===== src/rtl/led_pattern_gen_if.sv =====
// rtl/led_pattern_gen_if.sv - control/status bundle between mode logic and the LED pattern engine
// Optional brightness input exists only when LED_PWM_EN is defined.
interface led_pattern_gen_if #(
  parameter int LED_W    = 8,
  parameter int PWM_BITS = 4
);
  logic [2:0]       mode;
  logic [1:0]       speed;
  logic             pause;
  logic             load;
  logic [LED_W-1:0] pattern_in;
  logic [LED_W-1:0] led;
  logic             tick;
`ifdef LED_PWM_EN
  logic [PWM_BITS-1:0] bright;

  modport master (output mode, speed, pause, load, pattern_in, bright, input led, tick);
  modport slave  (input mode, speed, pause, load, pattern_in, bright, output led, tick);
`else
  modport master (output mode, speed, pause, load, pattern_in, input led, tick);
  modport slave  (input mode, speed, pause, load, pattern_in, output led, tick);
`endif
endinterface


===== src/rtl/led_pattern_gen.sv =====
// rtl/led_pattern_gen.sv - configurable LED pattern engine (static/rotate/bounce/blink/bar)
// Define LED_PWM_EN to add brightness gating through a free-running PWM counter.
module led_pattern_gen #(
  parameter int               LED_W      = 8,
  parameter int               CLK_FREQ   = 50000000,
  parameter int               STEP_HZ    = 10,
  parameter logic [LED_W-1:0] RESET_PAT  = LED_W'(8'b1110_0111),
  parameter bit               ACTIVE_LOW = 1'b0,
  parameter int               PWM_BITS   = 4
) (
  input logic              clk,
  input logic              rst_n,
  led_pattern_gen_if.slave bus
);
  localparam int BASE_PERIOD = CLK_FREQ / STEP_HZ;
  localparam int TW          = $clog2(BASE_PERIOD + 1);
  localparam int PW          = $clog2(LED_W);
  localparam int BW          = $clog2(LED_W + 1);

  localparam logic [2:0] M_STATIC = 3'd0;
  localparam logic [2:0] M_ROTL   = 3'd1;
  localparam logic [2:0] M_ROTR   = 3'd2;
  localparam logic [2:0] M_BOUNCE = 3'd3;
  localparam logic [2:0] M_BLINK  = 3'd4;
  localparam logic [2:0] M_BAR    = 3'd5;

  localparam logic [TW-1:0] BASE_P  = TW'(BASE_PERIOD);
  localparam logic [PW-1:0] POS_MAX = PW'(LED_W - 1);
  localparam logic [BW-1:0] BAR_MAX = BW'(LED_W);

  logic [TW-1:0]    timer_q, timer_d;
  logic [LED_W-1:0] base_q, base_d;
  logic [LED_W-1:0] work_q, work_d;
  logic [PW-1:0]    pos_q, pos_d;
  logic             dir_down_q, dir_down_d;
  logic [BW-1:0]    bar_q, bar_d;
  logic             phase_q, phase_d;
  logic [2:0]       mode_q, mode_d;
  logic [LED_W-1:0] led_q, led_d;
  logic             tick_q, tick_d;

  logic [TW-1:0]    shifted, period;
  logic             wrap, mode_chg;
  logic [LED_W-1:0] lit, gated;

  always_comb begin
    shifted = BASE_P >> bus.speed;
    period  = (shifted == '0) ? TW'(1) : shifted;
  end

  // >= rather than == so a speed-up with the timer already past the new end wraps at once
  assign wrap     = !bus.pause && (timer_q >= period - TW'(1));
  assign mode_chg = (bus.mode != mode_q);

  always_comb begin
    timer_d    = timer_q;
    base_d     = base_q;
    work_d     = work_q;
    pos_d      = pos_q;
    dir_down_d = dir_down_q;
    bar_d      = bar_q;
    phase_d    = phase_q;
    mode_d     = mode_q;
    tick_d     = 1'b0;
    if (bus.load || mode_chg) begin
      mode_d     = bus.mode;
      work_d     = bus.load ? bus.pattern_in : base_q;
      base_d     = bus.load ? bus.pattern_in : base_q;
      timer_d    = '0;
      pos_d      = '0;
      dir_down_d = 1'b0;
      bar_d      = '0;
      phase_d    = 1'b1;
    end else if (wrap) begin
      timer_d = '0;
      tick_d  = 1'b1;
      case (mode_q)
        M_ROTL: work_d = {work_q[LED_W-2:0], work_q[LED_W-1]};
        M_ROTR: work_d = {work_q[0], work_q[LED_W-1:1]};
        M_BOUNCE: begin
          // Turn around on the endpoint itself so neither end is shown twice
          if (!dir_down_q) begin
            if (pos_q == POS_MAX) begin
              dir_down_d = 1'b1;
              pos_d      = pos_q - PW'(1);
            end else begin
              pos_d = pos_q + PW'(1);
            end
          end else begin
            if (pos_q == '0) begin
              dir_down_d = 1'b0;
              pos_d      = PW'(1);
            end else begin
              pos_d = pos_q - PW'(1);
            end
          end
        end
        M_BLINK: phase_d = !phase_q;
        M_BAR:   bar_d   = (bar_q == BAR_MAX) ? '0 : bar_q + BW'(1);
        default: ;
      endcase
    end else if (!bus.pause) begin
      timer_d = timer_q + TW'(1);
    end
  end

  // Display is derived from next state so led lands on the same edge as the update
  always_comb begin
    lit = '0;
    case (mode_d)
      M_STATIC, M_ROTL, M_ROTR: lit = work_d;
      M_BOUNCE: lit[pos_d] = 1'b1;
      M_BLINK:  lit = phase_d ? base_d : '0;
      M_BAR: begin
        for (int i = 0; i < LED_W; i++) begin
          lit[i] = (i < int'(bar_d));
        end
      end
      default: lit = '0;
    endcase
  end

`ifdef LED_PWM_EN
  logic [PWM_BITS-1:0] pwm_cnt_q, pwm_cnt_d;
  logic                pwm_on;

  assign pwm_cnt_d = pwm_cnt_q + PWM_BITS'(1);
  assign pwm_on    = (pwm_cnt_d < bus.bright) || (&bus.bright);
  assign gated     = lit & {LED_W{pwm_on}};

  always_ff @(posedge clk or negedge rst_n) begin
    if (!rst_n) pwm_cnt_q <= '0;
    else        pwm_cnt_q <= pwm_cnt_d;
  end
`else
  assign gated = lit;
`endif

  assign led_d = ACTIVE_LOW ? ~gated : gated;

  always_ff @(posedge clk or negedge rst_n) begin
    if (!rst_n) begin
      timer_q    <= '0;
      base_q     <= RESET_PAT;
      work_q     <= RESET_PAT;
      pos_q      <= '0;
      dir_down_q <= 1'b0;
      bar_q      <= '0;
      phase_q    <= 1'b1;
      mode_q     <= M_STATIC;
      led_q      <= ACTIVE_LOW ? ~RESET_PAT : RESET_PAT;
      tick_q     <= 1'b0;
    end else begin
      timer_q    <= timer_d;
      base_q     <= base_d;
      work_q     <= work_d;
      pos_q      <= pos_d;
      dir_down_q <= dir_down_d;
      bar_q      <= bar_d;
      phase_q    <= phase_d;
      mode_q     <= mode_d;
      led_q      <= led_d;
      tick_q     <= tick_d;
    end
  end

  assign bus.led  = led_q;
  assign bus.tick = tick_q;
endmodule


===== src/flat_wrapper.sv =====
// flat-port wrapper written by rule: the top's interface ports become plain ports
module led_pattern_gen_flat 
#(
  parameter int               LED_W      = 8,
  parameter int               CLK_FREQ   = 50000000,
  parameter int               STEP_HZ    = 10,
  parameter logic [LED_W-1:0] RESET_PAT  = LED_W'(8'b1110_0111),
  parameter bit               ACTIVE_LOW = 1'b0,
  parameter int               PWM_BITS   = 4
)
  (clk, rst_n, bus_mode, bus_speed, bus_pause, bus_load, bus_pattern_in, bus_led, bus_tick);
  led_pattern_gen_if #(.LED_W(LED_W), .PWM_BITS(PWM_BITS)) bus_i ();
  input logic clk;
  input logic rst_n;
  input wire logic [$bits(bus_i.mode)-1:0] bus_mode;
  input wire logic [$bits(bus_i.speed)-1:0] bus_speed;
  input wire logic [$bits(bus_i.pause)-1:0] bus_pause;
  input wire logic [$bits(bus_i.load)-1:0] bus_load;
  input wire logic [$bits(bus_i.pattern_in)-1:0] bus_pattern_in;
  output wire logic [$bits(bus_i.led)-1:0] bus_led;
  output wire logic [$bits(bus_i.tick)-1:0] bus_tick;
  assign bus_i.mode = bus_mode;
  assign bus_i.speed = bus_speed;
  assign bus_i.pause = bus_pause;
  assign bus_i.load = bus_load;
  assign bus_i.pattern_in = bus_pattern_in;
  assign bus_led = bus_i.led;
  assign bus_tick = bus_i.tick;
  led_pattern_gen #(.LED_W(LED_W), .CLK_FREQ(CLK_FREQ), .STEP_HZ(STEP_HZ), .RESET_PAT(RESET_PAT), .ACTIVE_LOW(ACTIVE_LOW), .PWM_BITS(PWM_BITS)) u_core (.clk(clk), .rst_n(rst_n), .bus(bus_i));
endmodule

===== config.mk =====
export PLATFORM = sky130hd
export DESIGN_NAME = led_pattern_gen_flat
export DESIGN_NICKNAME = d
export VERILOG_FILES = /design/src/rtl/led_pattern_gen_if.sv /design/src/rtl/led_pattern_gen.sv /design/src/flat_wrapper.sv
export SDC_FILE = /design/constraint.sdc
export NUM_CORES = 1
export LEC_CHECK = 0
export BUFFER_PORTS_ARGS = -buffer_cell sky130_fd_sc_hd__buf_4
export CORE_UTILIZATION = 56
export CTS_CLUSTER_DIAMETER = 150
export DETAILED_ROUTE_END_ITERATION = 16
export PLACE_DENSITY = 0.77
export SLEW_MARGIN = 20
export SYNTH_ARGS = -nofsm -noshare
export SYNTH_HDL_FRONTEND = slang
export SYNTH_SLANG_ARGS = --single-unit

===== constraint.sdc =====
create_clock -name clk -period 2.65 [get_ports clk]
set_input_delay 0.265 -clock clk [delete_from_list [all_inputs] [get_ports clk]]
set_output_delay 0.265 -clock clk [all_outputs]
set_load 0.05 [all_outputs]

**Yosys cells after proc, flatten, opt, wreduce, memory -nomap -nowiden**

Cells that the tools add are included.
Widths: inputs -> output; s select.

- Input bits: 17
- Register bits: 60
- Output and inout bits: 9
- Logic and storage cells: 88

- Muxes and demuxes: 35
- Equal/unequal tests: 14
- Add/subtract/negate cells: 5
- Reduce and logical (&&, ||, !) cells: 12
- Shifts and indexed selects: 1
- Order comparisons: 11

Operators with widths:

| cell | number |
|---|---|
| $mux 23 | 4 |
| $mux 8 | 5 |
| $pmux 8 s4 | 1 |
| $add 23x1->23 const B | 1 |
| $ge 23x23->1 | 1 |
| $logic_not 23->1 | 1 |
| $shr 23x2->23 const A | 1 |
| $sub 23x1->23 const B | 1 |
| $mux 3 | 7 |
| $lt 3x4->1 const A | 4 |
| $mux 4 | 4 |
| $pmux 8 s2 | 1 |
| $eq 3x3->1 const B | 5 |
| $eq 3x2->1 const B | 4 |
| $mux 1 | 12 |
| $lt 1x4->1 const A | 2 |
| $lt 2x4->1 const A | 2 |
| $eq 3x1->1 const B | 2 |
| $logic_not 3->1 | 2 |
| $add 4x1->4 const B | 1 |
| $eq 4x4->1 const B | 1 |
| $lt 3x4->1 const B | 1 |
| $reduce_bool 2->1 | 2 |
| $add 3x1->3 const B | 1 |
| other kinds (10) | 12 |

**Longest topological paths before layout**

Gate-level depths: netlist of run 1.

- Word-level depth: 13
- Mapped depth: 14
- Mapped depth without buffers: 13

**Least setup slack after synthesis of run 1**

No wires, ideal clock.

- Kind: input -> register
- Start point: in bus_speed[0]
- End point: reg u_core.led_q[2] (netlist: u_core.bus.led[2])
- Path buffers: 0
- Stages: 12
- Setup time: 0.093 ns
- Required time: 2.557 ns
- Arrival: 2.707 ns
- Slack: -0.151 ns
- Cells stage by stage: inv_1 > ha_1 > ha_1 > nand4_4 > nor4_4 > nand2_1 > o2111ai_4 > o21bai_4 > nor2_8 > mux2_2 > a32o_1 > nand4b_1

- Longest elaborated chain between the ends: 13
- Elaborated cells on any way between the ends: 22
- Those cells by class: add/sub: 1; order compare: 4; shift: 1; mux: 13; reduce/logical: 3

RTL lines:

| item | line | source |
|---|---|---|
| start, declared | flat_wrapper.sv:16 | `input wire logic [$bits(bus_i.speed)-1:0] bus_speed;` |
| $shr 23x2->23 (*) | led_pattern_gen.sv:47 | `shifted = BASE_P >> bus.speed;` |
| $logic_not 23->1 | led_pattern_gen.sv:48 | `period = (shifted == '0) ? TW'(1) : shifted;` |
| $mux 23 (*) | led_pattern_gen.sv:48 |  |
| $sub 23x1->23 (*) | led_pattern_gen.sv:52 | `assign wrap = !bus.pause && (timer_q >= period - TW'(1));` |
| $ge 23x23->1 (*) | led_pattern_gen.sv:52 |  |
| $logic_and 1x1->1 (*) | led_pattern_gen.sv:52 |  |
| $mux 3 | led_pattern_gen.sv:74 | `end else if (wrap) begin` |
| $mux 3 | led_pattern_gen.sv:65 | `if (bus.load \|\| mode_chg) begin` |
| $lt 3x4->1 (implied by the code) or $ge 3x1->1 (tied branches) | led_pattern_gen.sv:112 | `M_BOUNCE: lit[pos_d] = 1'b1;` |
| $logic_and 1x1->1 (implied by the code) | led_pattern_gen.sv:112 |  |
| $mux 1 (implied by the code) | led_pattern_gen.sv:112 |  |
| $demux 1 s3 | - |  |
| $pmux 8 s4 (*) | led_pattern_gen.sv:110 | `case (mode_d)` |
| net u_core.gated[2] | led_pattern_gen.sv:44 | `logic [LED_W-1:0] lit, gated;` |
| end signal, assigned | led_pattern_gen.sv:151 | `led_q <= ACTIVE_LOW ? ~RESET_PAT : RESET_PAT;` |
| end signal, assigned | led_pattern_gen.sv:162 | `led_q <= led_d;` |
| end, declared | led_pattern_gen.sv:39 | `logic [LED_W-1:0] led_q, led_d;` |

Mark *: on every way through the listed nets, which the timed path passes. The rest lies on a longest branch.
A chain may end at the register's enable or synchronous reset.

**Worst setup path after layout of run 1**

- Start point: reg u_core.timer_q[13]
- End point: reg u_core.led_q[5] (netlist: u_core.bus.led[5])

- Longest elaborated chain between the ends: 9
- Elaborated cells on any way between the ends: 18
- Those cells by class: order compare: 4; mux: 12; reduce/logical: 2

RTL lines:

| item | line | source |
|---|---|---|
| start, declared | led_pattern_gen.sv:31 | `logic [TW-1:0] timer_q, timer_d;` |
| start signal, assigned | led_pattern_gen.sv:154 | `timer_q <= timer_d;` |
| $ge 23x23->1 (*) | led_pattern_gen.sv:52 |  |
| $logic_and 1x1->1 (*) | led_pattern_gen.sv:52 |  |
| $mux 3 (*) | led_pattern_gen.sv:74 |  |
| $mux 3 (*) | led_pattern_gen.sv:65 |  |
| net u_core.pos_d[2] | led_pattern_gen.sv:34 | `logic [PW-1:0] pos_q, pos_d;` |
| $lt 3x4->1 (implied by the code) or $ge 3x1->1 (tied branches) | led_pattern_gen.sv:112 |  |
| $logic_and 1x1->1 (implied by the code) | led_pattern_gen.sv:112 |  |
| $mux 1 (implied by the code) | led_pattern_gen.sv:112 |  |
| $demux 1 s3 (*) | - |  |
| $pmux 8 s4 (*) | led_pattern_gen.sv:110 |  |
| net u_core.gated[5] | led_pattern_gen.sv:44 |  |

Marked as above.

==> results.sh, run 1 <==
export IMPL_grt_pass1_wl_mm=18.06
export IMPL_r2r_slack_ns=-0.19
export IMPL_max_stage_delay_ns=0.42
export IMPL_grt_overflow=0
export IMPL_core_area_um2=6982
export IMPL_ioPinCount=26
export IMPL_synth_fa_ha_area_share_pct=11.43
export IMPL_cp_start_kind="register"
export IMPL_clock_tree_buffer_depth=2
export IMPL_total_power_uw=2347
export IMPL_slowest_stage="dfrtp_1"
export IMPL_layout_common_cells="97 x buf_4, 50 x nand2_1, 45 x nor2_1"
export IMPL_final_antenna_net_count=0
export IMPL_outcome="complete, but fails checks"
export IMPL_power_density_nw_per_um2=423.8
export IMPL_synth_edff_count=0
export IMPL_worstSkewPairLatency_ns=0.35
export IMPL_r2r_start="u_core.timer_q[13]"
export IMPL_initial_core_util_pct=59.25
export IMPL_crit_required_ns=2.91
export IMPL_worst_slack_ns=-0.1873
export IMPL_grt_max_degree=61
export IMPL_clk_pin_slew_ns=0.08
export IMPL_synth_fp_nets=493
export IMPL_clkSinkCount=60
export IMPL_fin_tns_setup_ns=-1.149
export IMPL_rsz0062_at_grt="true"
export IMPL_synth_simple_area_share_pct=21.93
export IMPL_crit_fanout=8
export IMPL_synthMuxAreaShare_pct=4.053
export IMPL_cts_tree="done"
export IMPL_ys_seq_area_share_pct=36.87
export IMPL_area_growth_pct=33.88
export IMPL_cpMostUsedCell="nand2_1"
export IMPL_place_ws_ns=-0.6301
export IMPL_period_share_pct=107.1
export IMPL_drt_pass1_iterations=5
export IMPL_ctsHoldBuffers=0
export IMPL_detailed_place_hpwl_mm=7.588
export IMPL_max_clock_freq_mhz=352.4
export IMPL_final_common_cell="buf_4"
export IMPL_die_w_um=87.95
export IMPL_drv_cap=0
export IMPL_cp_top_family="simple AND/OR/NAND/NOR gates"
export IMPL_ctsHtreeMaxLevel=3
export IMPL_die_h_um=87.95
export IMPL_finalNetCount=590
export IMPL_dieArea_um2=7734
export IMPL_hold_viol_final=10
export IMPL_crit_chain="ha_4 -> nand4_1 -> nor4_4 -> nand2_1 -> o2111ai_4 -> buf_12 -> o211a_4 -> mux2i_4 -> nor2b_2 -> nand2_1 -> o211ai_1"
export IMPL_fin_cells=637
export IMPL_violations="negative hold slack, negative setup slack"
export IMPL_ys_ff_latch=60
export IMPL_synthCells=439
export IMPL_slew_headroom_pct=47.65
export IMPL_antenna_found_initial=0
export IMPL_async_reset_ff_share_pct=100.0
export IMPL_min_period_ns=2.837
export IMPL_synth_top_family_by_area="simple AND/OR/NAND/NOR gates"
export IMPL_gp_congestion=0.9225
export IMPL_r2r_end="u_core.bus.led[5]"
export IMPL_placedCellCount=598
export IMPL_grt_pass1_vias=3783
export IMPL_syn_cell_area_um2=4136
export IMPL_drive_above_1_share_pct=40.48
export IMPL_vias_per_cell=6.063
export IMPL_fin_hold_ws_ns=-0.03532
export IMPL_track_usage_pct=31.37
export IMPL_first_iter_violations=269
export IMPL_leakagePower_uw=0.002404
export IMPL_num_rows=30
export IMPL_drcViolationCount=0
export IMPL_skew_ns=0.01155
export IMPL_synth_xor_area_share_pct=4.446
export IMPL_crit_arrival_ns=3.09
export IMPL_antenna_cells=0
export IMPL_numCtsBuffers=9
export IMPL_max_slew_worst_pin_slew_ns=0.7852
export IMPL_path_buf_inv=1
export IMPL_worstSetupPathType="register to register"
export IMPL_slew_viol_final=0
export IMPL_synthFlopType="dfrtp_1"
export IMPL_reg2reg_depth=11
export IMPL_synth_area_per_cell_um2=9.422
export IMPL_place_port_buffers=25
export IMPL_ctsRootBufferMaster="clkbuf_8"
export IMPL_wl_mm=12.32
export IMPL_setup_viol=12
export IMPL_vdd_ir_drop_worst_uv=364.7
export IMPL_worstHoldPathType="input port to asynchronous set/reset pin"
export IMPL_ys_types=74
export IMPL_avgRoutedWirePerCell_um=19.33
export IMPL_synth_compound_area_share_pct=16.09
export IMPL_cp_end_kind="register"
export IMPL_dr_total_vias=3862
export IMPL_yosysWarnings=0
## power by group
part / switching (µW) / internal [µW] / total (µW)
Sequential: 33.5 / 984 / 1020
Clock: 380 / 512 / 892
Combinational: 263 / 175 / 438
## kinds of logic (layout without fill, tap and decap cells)
family | Yosys count | count (layout)
buffers and inverters | 39 | 141
AO/OA/AOI/OAI | 95 | 95
AND/OR/NAND/NOR | 171 | 171
multiplexers | 14 | 14
adder cells (fa/ha/maj) | 38 | 38
flip-flops | 60 | 60
XOR/XNOR | 21 | 21
other | 1 | 1
## stage by stage
stage | cell area [µm²] | utilization (%) | hold slack, ns
floorplan | 4164 | - | -0.03059
global placement | 4761 | 68.19 | 0.3798
detailed placement | 4761 | 68.19 | 0.3842
CTS | 5365 | 76.85 | 0.01345
global route | 5538 | 79.32 | 0.04061
finish | 5538 | 79.32 | -0.03532
## metal layers
metal  vias up  global-route usage (%)  wire [µm]
met5         -                       0          0
met2       175                   57.43       6628
met1      1881                   33.53       4375
met4         0                   16.54        591
met3        63                   7.069        721
li1       1743                       -          -
## worst max path at each step
stage | end | start | depth (start not counted)
global placement | u_core.bus.led[1] | bus_speed[0] | 14
CTS | u_core.bus.led[0] | u_core.timer_q[4] | 11
finish | u_core.bus.led[5] | u_core.timer_q[13] | 11
floorplan | u_core.bus.led[6] | bus_speed[0] | 14
global route | u_core.bus.led[5] | u_core.timer_q[12] | 11
detailed placement | u_core.bus.led[3] | bus_speed[1] | 13
## Yosys cell counts (2+ instances only)
library cell | instances | share of area [%]
a22oi_1 | 4 | 0.73
o211ai_1 | 2 | 0.36
nand2_1 | 50 | 4.5
a221oi_2 | 2 | 0.73
and3_1 | 4 | 0.60
dfrtp_1 | 41 | 25
o211ai_2 | 2 | 0.60
clkbuf_1 | 9 | 0.82
a21o_1 | 2 | 0.36
dfstp_2 | 19 | 12
clkbuf_8 | 4 | 1.3
nand3_1 | 14 | 1.7
a2bb2oi_1 | 3 | 0.64
xnor2_1 | 4 | 0.85
xor2_1 | 17 | 3.6
a211oi_1 | 4 | 0.73
ha_1 | 37 | 11
o21ai_0 | 21 | 2.5
mux2_2 | 9 | 2.5
nor2b_1 | 4 | 0.60
and3_2 | 2 | 0.36
o21ai_1 | 4 | 0.48
nand4_1 | 9 | 1.4
or3_1 | 7 | 1.1
inv_1 | 21 | 1.9
nor2_1 | 49 | 4.4
nand3b_1 | 4 | 0.73
mux2i_1 | 3 | 0.73
buf_4 | 2 | 0.36
nor3_1 | 3 | 0.36
nor4_4 | 2 | 1.0
a21oi_1 | 32 | 3.9
o2111ai_1 | 2 | 0.42
buf_6 | 2 | 0.54
and2_1 | 6 | 0.91
## sequential cells by signal, indices dropped and copies added, names as in the netlist
signal / cells
u_core.work_q: 8
u_core.mode_q: 3
u_core.bar_q: 4
u_core.phase_q: 1
u_core.base_q: 8
u_core.pos_q: 3
u_core.bus.led: 8
u_core.dir_down_q: 1
u_core.bus.tick: 1
u_core.timer_q: 23
## repair_timing
action	CTS	global route
pin swaps	25	19
gates resized for setup	47	26
setup buffers	18	6
setup endpoints to repair	13	12
## cell type report
type	instances	area, µm²
multi-input cells	340	2745
flip-flops and latches	60	1530
repair buffers	104	833.3
well taps	96	120.1
clock buffers	13	168.9
clock inverters	3	45.04
inverters	21	95.09
fillers	419	1444
Power figures use the tool's default switching activity.
==> run 2: changes to the inputs <==
- CAP_MARGIN: default -> 20
- PLACE_DENSITY: 0.77 -> default
- PLACE_DENSITY_LB_ADDON: default -> 0.05
==> run 2 against run 1 <==
Effect of this change: the run still ends with negative hold slack, negative setup slack left; critical path depth rose by 5; via count up 3.9%; total power increased by 3.1%; sequential power is essentially flat; largest power group unchanged; clock power is 6.4% higher; largest cell class unchanged.
==> results.sh, run 2 (same netlist as run 1, synthesis figures left out) <==
export IMPL_period_share_pct=113.5
export IMPL_outcome="complete, but fails checks"
export IMPL_dieArea_um2=7734
export IMPL_gp_congestion=0.9025
export IMPL_max_clock_freq_mhz=332.4
export IMPL_grt_pass1_wl_mm=17.52
export IMPL_power_density_nw_per_um2=419.5
export IMPL_ctsRootBufferMaster="clkbuf_8"
export IMPL_initial_core_util_pct=59.25
export IMPL_leakagePower_uw=0.002456
export IMPL_cp_end_kind="register"
export IMPL_ioPinCount=26
export IMPL_slew_viol_final=0
export IMPL_grt_max_degree=61
export IMPL_crit_chain="buf_12 -> clkinv_8 -> ha_4 -> clkinvlp_4 -> ha_4 -> nand4_1 -> nor4_4 -> o211ai_2 -> o2111ai_4 -> buf_6 -> o211a_4 -> buf_6 -> mux2i_4 -> nor2b_4 -> a32oi_1 -> nand3_1"
export IMPL_area_growth_pct=39.41
export IMPL_fillerInstances=413
export IMPL_ctsHoldBuffers=0
export IMPL_min_period_ns=3.008
export IMPL_r2r_start="u_core.timer_q[13]"
export IMPL_skew_ns=0.01357
export IMPL_core_area_um2=6982
export IMPL_multi_input_area_um2=2882
export IMPL_rsz0062_at_grt="true"
export IMPL_grt_overflow=0
export IMPL_crit_arrival_ns=3.27
export IMPL_die_w_um=87.95
export IMPL_r2r_end="u_core.bus.led[4]"
export IMPL_reg2reg_depth=12
export IMPL_worstHoldPathType="input port to asynchronous set/reset pin"
export IMPL_antenna_cells=0
export IMPL_place_port_buffers=25
export IMPL_violations="negative hold slack, negative setup slack"
export IMPL_utilization_pct=82.60
export IMPL_clk_pin_slew_ns=0.08
export IMPL_num_rows=30
export IMPL_hold_viol_final=8
export IMPL_slowest_stage="nor4_4"
export IMPL_clock_tree_buffer_depth=2
export IMPL_dr_total_vias=4014
export IMPL_worstSkewPairLatency_ns=0.35
export IMPL_finalNetCount=597
export IMPL_setup_viol=39
export IMPL_vdd_ir_drop_worst_uv=385.1
export IMPL_max_slew_worst_pin_slew_ns=0.7865
export IMPL_crit_fanout=7
export IMPL_path_buf_inv=5
export IMPL_max_stage_delay_ns=0.42
export IMPL_antenna_found_initial=0
export IMPL_first_iter_violations=279
export IMPL_numCtsBuffers=9
export IMPL_regArea_um2=1525
export IMPL_vias_per_cell=6.233
export IMPL_crit_required_ns=2.92
export IMPL_drcViolationCount=0
export IMPL_largest_reg_flops=23
export IMPL_ctsHtreeMaxLevel=3
export IMPL_detailed_place_hpwl_mm=7.685
export IMPL_top_register="u_core.timer_q"
export IMPL_r2r_slack_ns=-0.34
export IMPL_die_h_um=87.95
export IMPL_final_antenna_net_count=0
export IMPL_track_usage_pct=30.36
export IMPL_slew_headroom_pct=47.38
export IMPL_worst_slack_ns=-0.3581
export IMPL_clkSinkCount=60
export IMPL_grt_pass1_vias=3749
export IMPL_drive_above_1_share_pct=43.07
export IMPL_placedCellCount=609
export IMPL_drt_pass1_iterations=4
export IMPL_avgRoutedWirePerCell_um=20.33
export IMPL_final_common_cell="buf_4"
export IMPL_worstSetupPathType="input port to register"
export IMPL_layout_common_cells="92 x buf_4, 49 x nand2_1, 44 x nor2_1"
export IMPL_wl_mm=13.09
export IMPL_fin_cells=644
export IMPL_cp_start_kind="input port"
export IMPL_cp_num_cells=16
export IMPL_drv_cap=0
export IMPL_fin_hold_ws_ns=-0.02281
export IMPL_worstSetupStartpoint="bus_speed[1]"
export IMPL_cts_tree="done"
export IMPL_cp_top_family="simple AND/OR/NAND/NOR gates"
run 2: changes by cell type in the layout (fill, tap and decap cells not counted), sizes merged:
cell	delta
buf	+6
o21ai	+1
inv	-1
clkinvlp	-1
bufinv	+1
clkinv	+2
clkbuf	-1
run 2: how the worst max path moves through the flow:
stage,to,slack (ns)
floorplan,u_core.bus.led[6],-0.09
global placement,u_core.bus.led[4],-0.57
detailed placement,u_core.bus.led[4],-0.62
CTS,u_core.bus.led[4],-0.02
global route,u_core.bus.led[4],-0.49
finish,u_core.bus.led[4],-0.36
run 2: final cells by class:
class,count,share of cell area (%)
clock buffers,12,2.517
flip-flops and latches,60,26.45
multi-input cells,341,49.97
inverters,21,1.779
clock inverters,4,1.258
repair buffers,110,15.95
well taps,96,2.083
run 2: repair_timing:
action                                 CTS  global route
gates resized for setup                 50            53
endpoints found under the hold margin    0             0
setup buffers                            7            14
setup endpoints to repair               14            20
cloned                                   1             0
pin swaps                               24            36
run 2: metal layers:
| metal | up-vias | GRT usage [%] | routed length [µm] |
|---|---|---|---|
| li1 | 1758 | - | - |
| met1 | 1972 | 33.19 | 4676 |
| met2 | 213 | 55.18 | 6862 |
| met3 | 71 | 4.241 | 808 |
| met4 | 0 | 19.08 | 745 |
| met5 | - | 0 | 0 |
run 2: where the power goes:
part,total (µW),internal (µW),switching (µW)
registers,1010,983,29.9
logic,457,189,268
clock network,949,555,394
total,2420,1730,692
run 2: through the flow:
step / power [µW] / TNS (ns) / cell area [µm²] / worst slack, ns
2_1_floorplan: 1257 / -0.4144 / 4164 / -0.09413
5_1_grt: 2504 / -11.55 / 5767 / -0.4867
6_report: 2419 / -4.966 / 5767 / -0.3581
3_3_place_gp: 1393 / -10.60 / 4856 / -0.5677
3_5_place_dp: 1400 / -13.25 / 4856 / -0.6180
4_1_cts: 2371 / -0.01699 / 5374 / -0.01699
==> run 3: changes to the inputs <==
- BUFFER_PORTS_ARGS: -buffer_cell sky130_fd_sc_hd__buf_4 -> default
- CORE_UTILIZATION: 56 -> 58
- DONT_BUFFER_PORTS: default -> 1
- HOLD_SLACK_MARGIN: default -> 0.15
==> run 3 against run 2 <==
Effect of this change: die area fell by 3.4%; worst hold slack better by 0.19 ns; routed wire length shrank 18%; via count decreased by 10%; largest power group unchanged; clock power down 1%; non-clock buffer count down 23; the run ends with negative setup slack left.
==> results.sh, run 3 (same netlist as run 1, synthesis figures left out) <==
export IMPL_holdCritStartpoint="bus_pause"
export IMPL_violations="negative setup slack"
export IMPL_reg2reg_depth=11
export IMPL_gp_congestion=0.9103
export IMPL_worstHoldPathType="input port to register"
export IMPL_hold_depth=3
export IMPL_leakagePower_uw=0.002289
export IMPL_multi_input_area_um2=2614
export IMPL_first_iter_violations=181
export IMPL_worstSetupStartpoint="u_core.timer_q[14]"
export IMPL_cts_tree="done"
export IMPL_avgRoutedWirePerCell_um=17.35
export IMPL_min_to="u_core.timer_q[10]"
export IMPL_drcViolationCount=0
export IMPL_die_w_um=86.45
export IMPL_initial_core_util_pct=60.55
export IMPL_num_rows=30
export IMPL_wl_mm=10.76
export IMPL_utilization_pct=77.69
export IMPL_r2r_end="u_core.bus.led[4]"
export IMPL_worst_slack_ns=-0.05086
export IMPL_largest_reg_flops=23
export IMPL_power_density_nw_per_um2=440.0
export IMPL_track_usage_pct=30.68
export IMPL_fin_cells=620
export IMPL_r2r_start="u_core.timer_q[14]"
export IMPL_crit_arrival_ns=2.93
export IMPL_rsz0062_at_grt="true"
export IMPL_final_common_cell="buf_4"
export IMPL_dr_total_vias=3593
export IMPL_fin_hold_ws_ns=0.1705
export IMPL_antenna_found_initial=0
export IMPL_skew_ns=0.01565
export IMPL_max_slew_worst_pin_slew_ns=0.5709
export IMPL_numCtsBuffers=9
export IMPL_worstSetupPathType="register to register"
export IMPL_regArea_um2=1526
export IMPL_ioPinCount=26
export IMPL_vdd_ir_drop_worst_uv=422.8
export IMPL_place_area_um2=4573
export IMPL_detailed_place_hpwl_mm=7.425
export IMPL_grt_pass1_wl_mm=17.24
export IMPL_grt_pass1_vias=3582
export IMPL_period_share_pct=101.9
export IMPL_vias_per_cell=5.795
export IMPL_drv_cap=0
export IMPL_placedCellCount=573
export IMPL_place_ws_ns=-0.4929
export IMPL_ctsRootBufferMaster="clkbuf_8"
export IMPL_slew_headroom_pct=61.94
export IMPL_min_period_ns=2.701
export IMPL_final_antenna_net_count=0
export IMPL_clock_tree_buffer_depth=2
export IMPL_grt_overflow=0
export IMPL_crit_fanout=7
export IMPL_hold_viol_final=0
export IMPL_max_clock_freq_mhz=370.3
export IMPL_drive_above_1_share_pct=32.25
export IMPL_slew_viol_final=0
export IMPL_setup_viol=7
export IMPL_die_h_um=86.45
export IMPL_ctsHtreeMaxLevel=3
export IMPL_top_register="u_core.timer_q"
export IMPL_dieArea_um2=7474
export IMPL_clk_pin_slew_ns=0.07
export IMPL_grt_max_degree=61
export IMPL_fillerInstances=471
export IMPL_drt_pass1_iterations=4
export IMPL_crit_required_ns=2.88
export IMPL_antenna_cells=0
export IMPL_cp_end_kind="register"
export IMPL_place_port_buffers=0
export IMPL_core_area_um2=6832
export IMPL_r2r_slack_ns=-0.05
export IMPL_finalNetCount=573
export IMPL_area_growth_pct=28.31
export IMPL_clkSinkCount=60
export IMPL_layout_common_cells="60 x buf_4, 50 x nand2_1, 47 x nor2_1"
export IMPL_worstSkewPairLatency_ns=0.36
export IMPL_cp_start_kind="register"
export IMPL_final_area_um2=5308
export IMPL_outcome="complete, but fails checks"
==> run 3: changes by cell type in the layout (fill, tap and decap cells not counted), sizes merged <==
cell / previous run / this run
clkinvlp: 2 / 4
buf: 110 / 66
clkbuf: 12 / 10
o21ai: 27 / 26
dlygate4sd3: 0 / 21
==> run 3: cell type report <==
| type | instances | area share (%) |
|---|---|---|
| multi-input combinational | 340 | 49.25 |
| sequential | 60 | 28.76 |
| timing repair buffer | 87 | 14.03 |
| clock buffer | 10 | 2.405 |
| tap | 96 | 2.263 |
| clock inverter | 6 | 1.674 |
| inverter | 21 | 1.627 |
==> run 3: per-layer routing <==
layer  routed length [µm]  part of all wire, %  track usage, %  vias to the layer above
met3                  438                  4.1           6.095                       26
met4                  272                  2.5           12.27                        0
met5                    0                    0               0                        -
met2                 5578                   52           55.92                       93
met1                 4468                   42           35.19                     1759
li1                     -                    -               -                     1715
==> run 3: critical path: stages (launching register included) <==
cell	delay, ns
dfrtp_1	0.42
ha_4	0.29
nand4_1	0.14
nor4_4	0.34
nand2_1	0.14
o2111ai_4	0.21
o21ai_2	0.13
xor2_2	0.25
o22ai_2	0.19
buf_4	0.19
a21oi_1	0.19
nand3_1	0.10
==> run 3: how the worst max path moves through the flow <==
stage	end
final	u_core.bus.led[4]
after global routing	u_core.bus.led[7]
after CTS	u_core.bus.led[5]
after detailed placement	u_core.bus.led[3]
after global placement	u_core.bus.led[3]
after floorplan	u_core.bus.led[6]
==> run 3: through the flow <==
step	setup TNS, ns	power, µW
4_1_cts	-0.001835	2323
3_5_place_dp	-6.224	1327
5_1_grt	-1.515	2420
3_3_place_gp	-4.024	1325
2_1_floorplan	-0.4144	1257
6_report	-0.1759	2336
==> run 3: report_power, final <==
group	switching, µW	internal [µW]
Sequential	85.2	985
Clock	409	530
Combinational	172	155
==> run 3: repair_timing <==
action,CTS,global route
hold buffers,22,0
hold endpoints to repair,75,0
pin swaps,2,11
endpoints found under the setup margin,8,17
gates resized for setup,11,29
buffers inserted,2,7
